==> src/rtl/addsub_pkg.sv <==
// Shared types and constants for the arbitrated add/sub datapath.
package addsub_pkg;
  localparam int DATA_W = 8;
  localparam logic OP_ADD = 1'b0;
  localparam logic OP_SUB = 1'b1;

  typedef enum logic [1:0] {
    IDLE = 2'd0,
    CALC = 2'd1,
    RESP = 2'd2
  } state_e;
endpackage

==> src/rtl/adder_subtractor.sv <==
// Combinational 8-bit add/subtract with two's-complement overflow flag.
module adder_subtractor
  import addsub_pkg::*;
(
  input  logic              en_i,
  input  logic              op_i,
  input  logic [DATA_W-1:0] a_i,
  input  logic [DATA_W-1:0] b_i,
  output logic [DATA_W-1:0] s_o,
  output logic              ovf_o
);
  logic [DATA_W-1:0] b_eff;
  logic [DATA_W-1:0] low_sum;
  logic [DATA_W:0]   full_sum;

  // Subtraction is a + ~b + 1; low_sum[MSB] is the carry into the sign bit.
  assign b_eff    = (op_i == OP_SUB) ? ~b_i : b_i;
  assign low_sum  = {1'b0, a_i[DATA_W-2:0]} + {1'b0, b_eff[DATA_W-2:0]}
                    + {{(DATA_W-1){1'b0}}, op_i};
  assign full_sum = {1'b0, a_i} + {1'b0, b_eff} + {{DATA_W{1'b0}}, op_i};

  assign s_o   = en_i ? full_sum[DATA_W-1:0] : '0;
  assign ovf_o = en_i & (low_sum[DATA_W-1] ^ full_sum[DATA_W]);
endmodule

==> src/rtl/rr_arbiter.sv <==
// Combinational round-robin pick: first set request after ptr_i, wrapping at NREQ.
module rr_arbiter #(
  parameter int NREQ = 4,
  parameter int ID_W = 2
) (
  input  logic [NREQ-1:0] req_i,
  input  logic [ID_W-1:0] ptr_i,
  output logic [NREQ-1:0] grant_o,
  output logic [ID_W-1:0] idx_o,
  output logic            any_o
);
  localparam int IW = (NREQ > 1) ? $clog2(NREQ) : 1;

  int            cand;
  logic [IW-1:0] cand_ix;

  always_comb begin
    grant_o = '0;
    idx_o   = '0;
    any_o   = 1'b0;
    cand    = 0;
    cand_ix = '0;
    for (int k = 1; k <= NREQ; k++) begin
      // ptr_i < NREQ, so one conditional subtract is enough to wrap.
      cand = int'(ptr_i) + k;
      if (cand >= NREQ) cand = cand - NREQ;
      cand_ix = IW'(cand);
      if (!any_o && req_i[cand_ix]) begin
        any_o            = 1'b1;
        grant_o[cand_ix] = 1'b1;
        idx_o            = ID_W'(cand_ix);
      end
    end
  end
endmodule

==> src/rtl/addsub_arbiter.sv <==
// Round-robin front end sharing one adder_subtractor among NREQ requesters,
// one operation in flight, tagged response.
module addsub_arbiter
  import addsub_pkg::*;
#(
  parameter int NREQ = 4,
  parameter int ID_W = 2
) (
  input  logic                 clk,
  input  logic                 rst_n,
  input  logic [NREQ-1:0]      req_valid,
  output logic [NREQ-1:0]      req_ready,
  input  logic [NREQ*8-1:0]    req_a,
  input  logic [NREQ*8-1:0]    req_b,
  input  logic [NREQ-1:0]      req_op,
  output logic                 rsp_valid,
  input  logic                 rsp_ready,
  output logic [DATA_W-1:0]    rsp_s,
  output logic                 rsp_ovf,
  output logic [ID_W-1:0]      rsp_id,
  output logic [1:0]           dbg_state_o
);
  // Handshakes: a request transfers in the cycle req_valid[i] && req_ready[i]
  // (only in IDLE); a response transfers in the cycle rsp_valid && rsp_ready,
  // and rsp_s/rsp_ovf/rsp_id hold steady while rsp_valid waits for rsp_ready.
  state_e            state_q, state_d;
  logic [ID_W-1:0]   ptr_q, ptr_d;
  logic [ID_W-1:0]   id_q, id_d;
  logic [DATA_W-1:0] a_q, a_d, b_q, b_d;
  logic              op_q, op_d;
  logic [DATA_W-1:0] rsp_s_q, rsp_s_d;
  logic              rsp_ovf_q, rsp_ovf_d;
  logic [ID_W-1:0]   rsp_id_q, rsp_id_d;

  logic [NREQ-1:0]   grant;
  logic [ID_W-1:0]   grant_idx;
  logic              any_req;
  logic [DATA_W-1:0] sel_a, sel_b;
  logic              sel_op;
  logic              alu_en;
  logic [DATA_W-1:0] alu_s;
  logic              alu_ovf;

  rr_arbiter #(.NREQ(NREQ), .ID_W(ID_W)) u_arb (
    .req_i   (req_valid),
    .ptr_i   (ptr_q),
    .grant_o (grant),
    .idx_o   (grant_idx),
    .any_o   (any_req)
  );

  adder_subtractor u_alu (
    .en_i  (alu_en),
    .op_i  (op_q),
    .a_i   (a_q),
    .b_i   (b_q),
    .s_o   (alu_s),
    .ovf_o (alu_ovf)
  );

  always_comb begin
    sel_a  = '0;
    sel_b  = '0;
    sel_op = OP_ADD;
    for (int i = 0; i < NREQ; i++) begin
      if (grant[i]) begin
        sel_a  = req_a[i*8 +: 8];
        sel_b  = req_b[i*8 +: 8];
        sel_op = req_op[i];
      end
    end
  end

  always_comb begin
    state_d   = state_q;
    ptr_d     = ptr_q;
    id_d      = id_q;
    a_d       = a_q;
    b_d       = b_q;
    op_d      = op_q;
    rsp_s_d   = rsp_s_q;
    rsp_ovf_d = rsp_ovf_q;
    rsp_id_d  = rsp_id_q;
    alu_en    = 1'b0;
    case (state_q)
      IDLE: begin
        if (any_req) begin
          ptr_d   = grant_idx;
          id_d    = grant_idx;
          a_d     = sel_a;
          b_d     = sel_b;
          op_d    = sel_op;
          state_d = CALC;
        end
      end
      CALC: begin
        alu_en    = 1'b1;
        rsp_s_d   = alu_s;
        rsp_ovf_d = alu_ovf;
        rsp_id_d  = id_q;
        state_d   = RESP;
      end
      RESP: begin
        if (rsp_ready) state_d = IDLE;
      end
      default: state_d = IDLE;
    endcase
  end

  always_ff @(posedge clk or negedge rst_n) begin
    if (!rst_n) begin
      state_q   <= IDLE;
      ptr_q     <= ID_W'(NREQ - 1);
      id_q      <= '0;
      a_q       <= '0;
      b_q       <= '0;
      op_q      <= OP_ADD;
      rsp_s_q   <= '0;
      rsp_ovf_q <= 1'b0;
      rsp_id_q  <= '0;
    end else begin
      state_q   <= state_d;
      ptr_q     <= ptr_d;
      id_q      <= id_d;
      a_q       <= a_d;
      b_q       <= b_d;
      op_q      <= op_d;
      rsp_s_q   <= rsp_s_d;
      rsp_ovf_q <= rsp_ovf_d;
      rsp_id_q  <= rsp_id_d;
    end
  end

  // Masked by rst_n so no accept pulse can escape while reset is held.
  assign req_ready   = (state_q == IDLE && rst_n) ? grant : '0;
  assign rsp_valid   = (state_q == RESP);
  assign rsp_s       = rsp_s_q;
  assign rsp_ovf     = rsp_ovf_q;
  assign rsp_id      = rsp_id_q;
  assign dbg_state_o = state_q;
endmodule

==> config.mk <==
export PLATFORM = sky130hd
export DESIGN_NAME = addsub_arbiter
export DESIGN_NICKNAME = d
export VERILOG_FILES = /design/src/rtl/addsub_pkg.sv /design/src/rtl/adder_subtractor.sv /design/src/rtl/rr_arbiter.sv /design/src/rtl/addsub_arbiter.sv
export SDC_FILE = /design/constraint.sdc
export NUM_CORES = 1
export LEC_CHECK = 0
export BUFFER_PORTS_ARGS = -buffer_cell sky130_fd_sc_hd__buf_4
export CAP_MARGIN = 20
export CELL_PAD_IN_SITES_DETAIL_PLACEMENT = 1
export CELL_PAD_IN_SITES_GLOBAL_PLACEMENT = 2
export CORE_MARGIN = 4
export CORE_UTILIZATION = 28
export DETAILED_ROUTE_END_ITERATION = 6
export PLACE_DENSITY_LB_ADDON = 0.1
export SLEW_MARGIN = 20
export SYNTH_ARGS = -nofsm -noshare
export SYNTH_HDL_FRONTEND = slang
export SYNTH_HIERARCHICAL = 1
export SYNTH_SLANG_ARGS = --single-unit
==> constraint.sdc <==
create_clock -name clk -period 2.85 [get_ports clk]
set_input_delay 0.57 -clock clk [delete_from_list [all_inputs] [get_ports clk]]
set_output_delay 0.57 -clock clk [all_outputs]
set_load 0.01 [all_outputs]
* After elaboration in Yosys (flattened, before gate mapping)
Cells that the tools add are included.
** Word-level totals
- Register bits :: 34
- Bits in latches :: 0
- Bits in writable memories :: 0
- Memory bits (read-only) :: 0
- Input bits :: 75
- Output and inout bits :: 18
- Logic and storage cells :: 108
- Memories :: 0
** Operators by class
- $add $sub $neg :: 12
- Multipliers :: 0
- Div/mod/pow operators :: 0
- Order comparisons :: 12
- Equal/unequal tests :: 4
- Shift-type cells :: 0
- Mux-type cells :: 51
- Bitwise gates (word level) :: 6
- Reduce and logical (&&, ||, !) cells :: 14
** Operators by type and width (number)
- 2-to-1 mux 8 bit :: 10
- 2-to-1 mux 2 bit :: 10
- 2-to-1 mux 4 bit :: 5
- 2-to-1 mux 1 bit :: 17
- less-than comparator 2 x 3 -> 1 bit, second input constant :: 4
- OR 4 bit :: 3
- adder 8 x 8 -> 9 bit :: 1
- adder 9 x 1 -> 9 bit :: 1
- greater-or-equal comparator 3 bit, second input constant :: 3
- adder 7 x 7 -> 8 bit :: 1
- adder 8 x 1 -> 8 bit :: 1
- binary-select mux 1 bit (select 2 bit) :: 4
- demux 1 bit (select 2 bit) :: 4
- greater-or-equal comparator 2 x 1 -> 1 bit, second input constant :: 4
- logical AND 1 bit :: 8
- inverter 8 bit :: 1
- subtractor 2 x 1 -> 2 bit, second input constant :: 4
- adder 2 x 2 -> 3 bit, second input constant :: 2
- one-hot mux 2 bit (3 select lines) :: 1
- adder 2 x 3 -> 4 bit, second input constant :: 1
- greater-or-equal comparator 4 x 3 -> 1 bit, second input constant :: 1
- AND reduction 2 bit :: 2
- adder 2 x 1 -> 3 bit, second input constant :: 1
- zero test 1 bit :: 3
- other kinds (7) :: 7

* Logic depth before layout (Yosys ltp)
Gate-level depths: netlist (run 1).
- Depth after elaboration :: 19
- Gate-level depth with buffers :: 13
- Gate-level depth less buffers :: 9

* Hierarchy
Netlist (run 1), hierarchy kept.
** Modules (own cells, without submodules)
- addsub_arbiter :: instances 1, cells an instance 196, area an instance 2009.4 µm², sequential area each 853.3 µm²
- rr_arbiter :: instances 1, cells an instance 68, area an instance 525.5 µm², sequential area each 0.0 µm²
- adder_subtractor :: instances 1, cells an instance 53, area an instance 466.7 µm², sequential area each 0.0 µm²

* Worst setup path after synthesis (run 1)
OpenSTA, ideal clock, no wires.
- Kind :: flip-flop to output port
- From :: register ptr_q[0]
- To :: output port req_ready[2]
- Data arrival time :: 2.414 ns
- Required time :: 2.280 ns
- Slack :: -0.134 ns
- Stages on the path, launching flop included :: 11
- Path buffers :: 4
- Cell sequence :: dfstp_2 > buf_4 > inv_2 > ha_1 > buf_6 > mux2i_4 > o21ai_1 > a221o_1 > buf_4 > buf_2 > and3_1
** On the way
- Word-level cells in the longest chain between the ends :: 16
- Elaborated cells between the ends (all ways) :: 61
- Those cells by class :: 8 x add/sub; 12 x order compare; 28 x mux; 3 x bitwise; 10 x reduce/logical
** Ends and longest elaborated chain
- from (decl) :: RTL line addsub_arbiter.sv:27 : logic [ID_W-1:0] ptr_q, ptr_d;
- from (signal assigned) :: RTL line addsub_arbiter.sv:113 : ptr_q <= ID_W'(NREQ - 1);
- from (signal assigned) :: RTL line addsub_arbiter.sv:123 : ptr_q <= ptr_d;
- parallel branches: the longest is 14 deep, another holds adder 2 x 1 -> 3 bit
- 2-to-1 mux 4 bit (*) :: RTL line rr_arbiter.sv:28 : if (!any_o && req_i[cand_ix]) begin
- via grant[2] :: RTL line addsub_arbiter.sv:35 : logic [NREQ-1:0] grant;
- 2-to-1 mux 4 bit (*) :: RTL line addsub_arbiter.sv:135 : assign req_ready = (state_q == IDLE && rst_n) ? grant : '0;
- to (decl) :: RTL line addsub_arbiter.sv:12 : output logic [NREQ-1:0] req_ready,
Mark *: on every way through the listed nets, which the timed path passes. The select of a mux whose other input is x is not followed.

* Final worst setup path (run 1)
Same ends and word-level chain as after synthesis.

==> flow_summary.toml, run 1 <==
[clocking]
tritoncts_num_sinks = 34
cts_tree = "done"
tritoncts.num_buffers = 5
clock_tree.htree_level_count = 2
ctsHoldBuffers = 0
insertion_delay_ns = 0.29
cts.path.max_buffers = 2
clk_root_buffer_cell = "clkbuf_8"
path_clk_slew_ns = 0.08

[timing]
slew_violations = 0
unrepaired_setup_endpoints_after_global_routing = "true"
clock_skew_ns = 0.008657
fmaxAchievable_mhz = 337.5
min_period_over_period = 1.040
timing.final.ws_setup_ns = -0.1131
hold_viol = 0
worst_pin_slew_ns = 0.7834
period_minus_slack_ns = 2.963
final-setup-viol-count = 4
worst_slew_margin = 0.4754

[grt]
grt_max_degree = 37
initial_antenna_violation_count = 0
global_route.overflow_total = 0
gr-usage-all-layers = 0.1546
first_global_vias = 2964
grt_pass1_wl_mm = 15.73

[synthesis]
netlist-cell-type-count = 52
syn_area_per_cell_um2 = 9.469
cells_after_synthesis = 317
netlist_area_mm2 = 0.003002
yosys.area.top_type_share = 0.2668
synth_top_area_cell = "dfrtp_1"
yosysWarnings = 6
main_area_contributors_after_synthesis = "dfrtp_1, a221oi_2, ha_1"
synth.ff_latch_count = 34
seq_area_frac_synth = 0.2843
synthesis.nets = 408

[die]
area_of_the_die_mm2 = 0.01244
y_dimension_of_the_die_um = 111.5
die_w_um = 111.5
core_box_area_mm2 = 0.01037
io_pins = 93
initial_utilization = 0.2895
fp-row-count = 37

[worst_setup_path]
timing.critical_path.from_type = "flip-flop"
critPathLaunch = "ptr_q[0]"
cp_max_fo = 6
worstSetupPathType = "reg2out"
required_ns = 2.28
reg2reg_from = "ptr_q[0]"
cp_data_arrival_time_ns = 2.39
worst_setup_path_end_kind = "output port"

[finish]
final_common_cell = "buf_4"
post-route-cell-area_mm2 = 0.004133
n_antenna_cell = 0
syn_to_final_growth_pct = 37.68
post_route_cells_drive_above_1_share = 0.4279
final_net_count = 506
layout.cells.most_common_list = "buf_4, nand2_1, dfrtp_1, inv_1, a21oi_1"

[place]
detailed_place_hpwl_mm = 7.342
post_place_instance_area_mm2 = 0.003936
gpl.final_weighted_congestion = 0.7946
numPortBuffers = 92

[route]
drt.antenna.violating_nets = 0
drt-pass1-iter-count = 4
drt_iter0_markers = 93
detail_route.vias_per_cell = 5.009
drt_wl_cell_um = 17.13
postRouteWirelength_mm = 9.455
route.vias.total = 2765
drcViolationCount = 0

[pwr]
pwr_density_cell_mw_per_mm2 = 1530
leakagePower_nw = 1.853
max-vdd-ir-drop_mv = 0.6402
p_total_mw = 6.323

[worst_hold_path]
min-delay-path-class = "in2async"

[run_status]
status = "finished, violations left"
violations = "negative setup slack"

[flow_run]
cap_violations = 0
## timing repair
action,in CTS,in global routing
setup endpoints to repair,4,16
buffers inserted,4,1
gates resized for setup,3,8
pin swaps,3,8
## state kept, by name (all words and copies together) (netlist names)
register,flops
a_q,8
b_q,8
rsp_s,8
dbg_state_o,2
id_q,2
ptr_q,2
rsp_id,2
op_q,1
rsp_ovf,1
## area by class of cell
| class | count | area (um2) |
|---|---|---|
| clock buffers | 6 | 82.58 |
| clock inverters | 2 | 12.51 |
| fillers | 1223 | 6237 |
| inverters | 22 | 85.08 |
| multi-input cells | 238 | 1999 |
| flip-flops and latches | 34 | 853.3 |
| well taps | 136 | 170.2 |
| repair buffers | 114 | 929.6 |
## routing by layer
metal | wire (um) | global-route usage
met1 | 4655 | 0.2269
met2 | 4110 | 0.2272
met3 | 557 | 0.03750
met4 | 130 | 0.03893
met5 | 0 | 0
## Yosys cell counts, drive strengths merged
library cell and number:
xor2 11, a211o 1, inv 22, xnor2 3, mux2 16, o22a 18, or3b 1, fa 1
a221oi 19, nor3 2, a21boi 2, nand3b 17, nor2 9, o22ai 2, buf 22, and3 4
nor3b 1, ha 15, dfstp 2, o21ai 10, mux4 1, a21o 4, a31o 1, and2 10
a211oi 4, o31a 1, a31oi 2, nand3 1, clkbuf 1, o21bai 1, nor4 1, a221o 5
nor2b 3, dfrtp 32, nand2b 1, mux2i 3, nand2 46, a21oi 22
## report_power, final
group | switching (mW) | leakage (nW) | internal [mW] | total, mW
sequential | 0.211 | 0.409 | 0.733 | 0.944
clock | 0.191 | 0.0472 | 0.194 | 0.385
combinational | 2.56 | 1.40 | 2.44 | 4.99
total | 2.96 | 1.85 | 3.36 | 6.32
## worst paths after layout
path	to	slack [ns]	cells after the start
hold reg to reg	rsp_s[2]	0.51	1
setup / recovery	req_ready[2]	-0.11	5
max in group asynchronous	ptr_q[1]	2.09	2
setup reg to reg	a_q[1]	0.07	9
min in group clk	rsp_s[2]	0.51	1
hold / removal	b_q[3]	0.15	1
## cells by family (layout without fill, tap and decap cells)
family / after synthesis / count (layout) / synth area share
simple gates: 96 / 96 / 0.1651
compound gates: 92 / 92 / 0.2755
buf+inv: 45 / 144 / 0.08212
flops: 34 / 34 / 0.2843
mux: 20 / 20 / 0.08295
fa+ha+maj: 16 / 16 / 0.06920
xor+xnor: 14 / 14 / 0.04085
## critical path: stages (launching register included)
cell and delay [ns]:
dfstp_2 0.63, mux4_2 0.62, a211oi_4 0.27, a221o_1 0.28, and3_4 0.21, buf_6 0.10
## metrics by stage
step | setup TNS (ns) | cells | worst slack (ns) | hold WS (ns) | utilization
6_report | -0.3069 | 552 | -0.1131 | 0.1511 | 0.3985
5_1_grt | -0.8662 | 552 | -0.2178 | 0.1528 | 0.3985
4_1_cts | -0.4223 | 551 | -0.1362 | 0.1498 | 0.3927
3_5_place_dp | 0 | 539 | 0.07460 | 0.4735 | 0.3796
3_3_place_gp | 0 | 539 | 0.1078 | 0.4718 | 0.3796
2_1_floorplan | 0 | 317 | 0.01878 | 0.2744 | -
(Power assumes the default switching activity.)
==> run 2, diff against run 1 <==
- BUFFER_PORTS_ARGS: -buffer_cell sky130_fd_sc_hd__buf_4 -> -buffer_cell sky130_fd_sc_hd__clkbuf_2
==> run 2 against run 1 <==
Effect of this change:
- the flow still finishes with violations (negative setup slack)
- global-route usage fell by 0.74 points
- cell count rose by 1.4%
- non-clock buffer count rose by 8
- sequential share of layout area rose by 0.85 points
==> flow_summary.toml, run 2 (same netlist as run 1, synthesis figures left out) <==
[run_status]
status = "finished, violations left"
violations = "negative setup slack"

[worst_setup_path]
required_ns = 2.28
worstSetupPathType = "reg2out"
cp_max_fo = 7
timing.critical_path.from_type = "flip-flop"
critPathLaunch = "ptr_q[0]"
worstSetupEndpoint = "req_ready[1]"
reg2reg_from = "ptr_q[0]"
worst_setup_path_end_kind = "output port"
rr_worst_depth = 10
timing.reg2reg.setup_slack_ns = -0.11
cp_data_arrival_time_ns = 2.40
crit-reg2reg-capture = "a_q[4]"

[clocking]
insertion_delay_ns = 0.28
clk_root_buffer_cell = "clkbuf_8"
cts_tree = "done"
cts.path.max_buffers = 2
tritoncts_num_sinks = 34
ctsHoldBuffers = 0
path_clk_slew_ns = 0.06
tritoncts.num_buffers = 5
clock_tree.htree_level_count = 2

[route]
drcViolationCount = 0
drt_wl_cell_um = 16.80
drt-pass1-iter-count = 4
drt.antenna.violating_nets = 0
drt_iter0_markers = 138
detail_route.vias_per_cell = 4.941
postRouteWirelength_mm = 9.407
route.vias.total = 2767

[finish]
syn_to_final_growth_pct = 32.26
final_design_utilization = 0.3828
post-route-cell-area_mm2 = 0.003970
final_net_count = 514
layout.cells.most_common_list = "clkbuf_2, nand2_1, dfrtp_1, buf_4, inv_1"
n_antenna_cell = 0
final_common_cell = "clkbuf_2"
post_route_cells_drive_above_1_share = 0.4363
fillers = 1245

[timing]
fmaxAchievable_mhz = 337.2
worst_slew_margin = 0.4665
slew_violations = 0
worst_pin_slew_ns = 0.7966
unrepaired_setup_endpoints_after_global_routing = "true"
final-setup-viol-count = 13
whs_ns = 0.1488
min_period_over_period = 1.040
fin_setup_tns_ns = -0.7493
period_minus_slack_ns = 2.965
timing.final.ws_setup_ns = -0.1152
hold_viol = 0
clock_skew_ns = 0.006991

[die]
y_dimension_of_the_die_um = 111.5
die_w_um = 111.5
core_box_area_mm2 = 0.01037
io_pins = 93
initial_utilization = 0.2895
fp-row-count = 37
area_of_the_die_mm2 = 0.01244

[pwr]
leakagePower_nw = 1.836
pwr_density_cell_mw_per_mm2 = 1619
max-vdd-ir-drop_mv = 0.5541

[worst_hold_path]
min-delay-path-class = "in2async"

[place]
detailed_place_hpwl_mm = 7.205
gpl.final_weighted_congestion = 0.8085
post_place_instance_area_mm2 = 0.003684
numPortBuffers = 92

[grt]
global_route.overflow_total = 0
initial_antenna_violation_count = 0
gr-usage-all-layers = 0.1472
first_global_vias = 2870
grt_max_degree = 38
grt_pass1_wl_mm = 15.06

[flow_run]
cap_violations = 0
[run 2: layer usage]
metal / vias up / GRT usage / part of all wire
met3: 6 / 0.03370 / 0.063
met2: 86 / 0.2163 / 0.43
met1: 1313 / 0.2214 / 0.50
met5: - / 0 / 0
met4: 0 / 0.02758 / 0.0078
li1: 1362 / - / -
[run 2: worst max-delay path: stages (launching register included)]
cell and delay, ns:
dfstp_2 0.62, mux4_2 0.64, a211oi_4 0.28, a221o_1 0.27, and3_4 0.21, buf_6 0.10
[run 2: worst min-delay path by stage]
stage | from | end
finish | rst_n | b_q[4]
global route | rst_n | b_q[4]
CTS | rst_n | b_q[4]
detailed placement | rst_n | b_q[4]
global placement | rst_n | b_q[4]
floorplan | rst_n | a_q[0]
[run 2: cell type report]
class                           count  area [um2]  area share
Multi-Input combinational cell    238        1988      0.5008
Sequential cell                    34       853.3      0.2149
Timing Repair Buffer              122       783.3      0.1973
Tap cell                          136       170.2     0.04286
Clock buffer                        8       90.09     0.02269
Inverter                           22       85.08     0.02143
[run 2: what timing repair did]
item,CTS,global route
cloned,0,3
setup endpoints to repair,4,21
pin swaps,5,33
buffers inserted,7,1
gates resized for setup,1,19
[run 2: metrics by stage]
stage	std cells	power (mW)	setup slack [ns]
detailed placement	541	5.669	-0.002888
global route	560	7.011	-0.1813
finish	560	6.427	-0.1152
floorplan	317	4.633	0.01878
global placement	541	5.571	0.06992
CTS	556	6.206	-0.1264
[run 2: power by group]
part           total, mW  internal, mW  switching [mW]
Clock              0.371         0.197           0.174
Combinational       5.11          2.49            2.63
Sequential         0.941         0.733           0.208
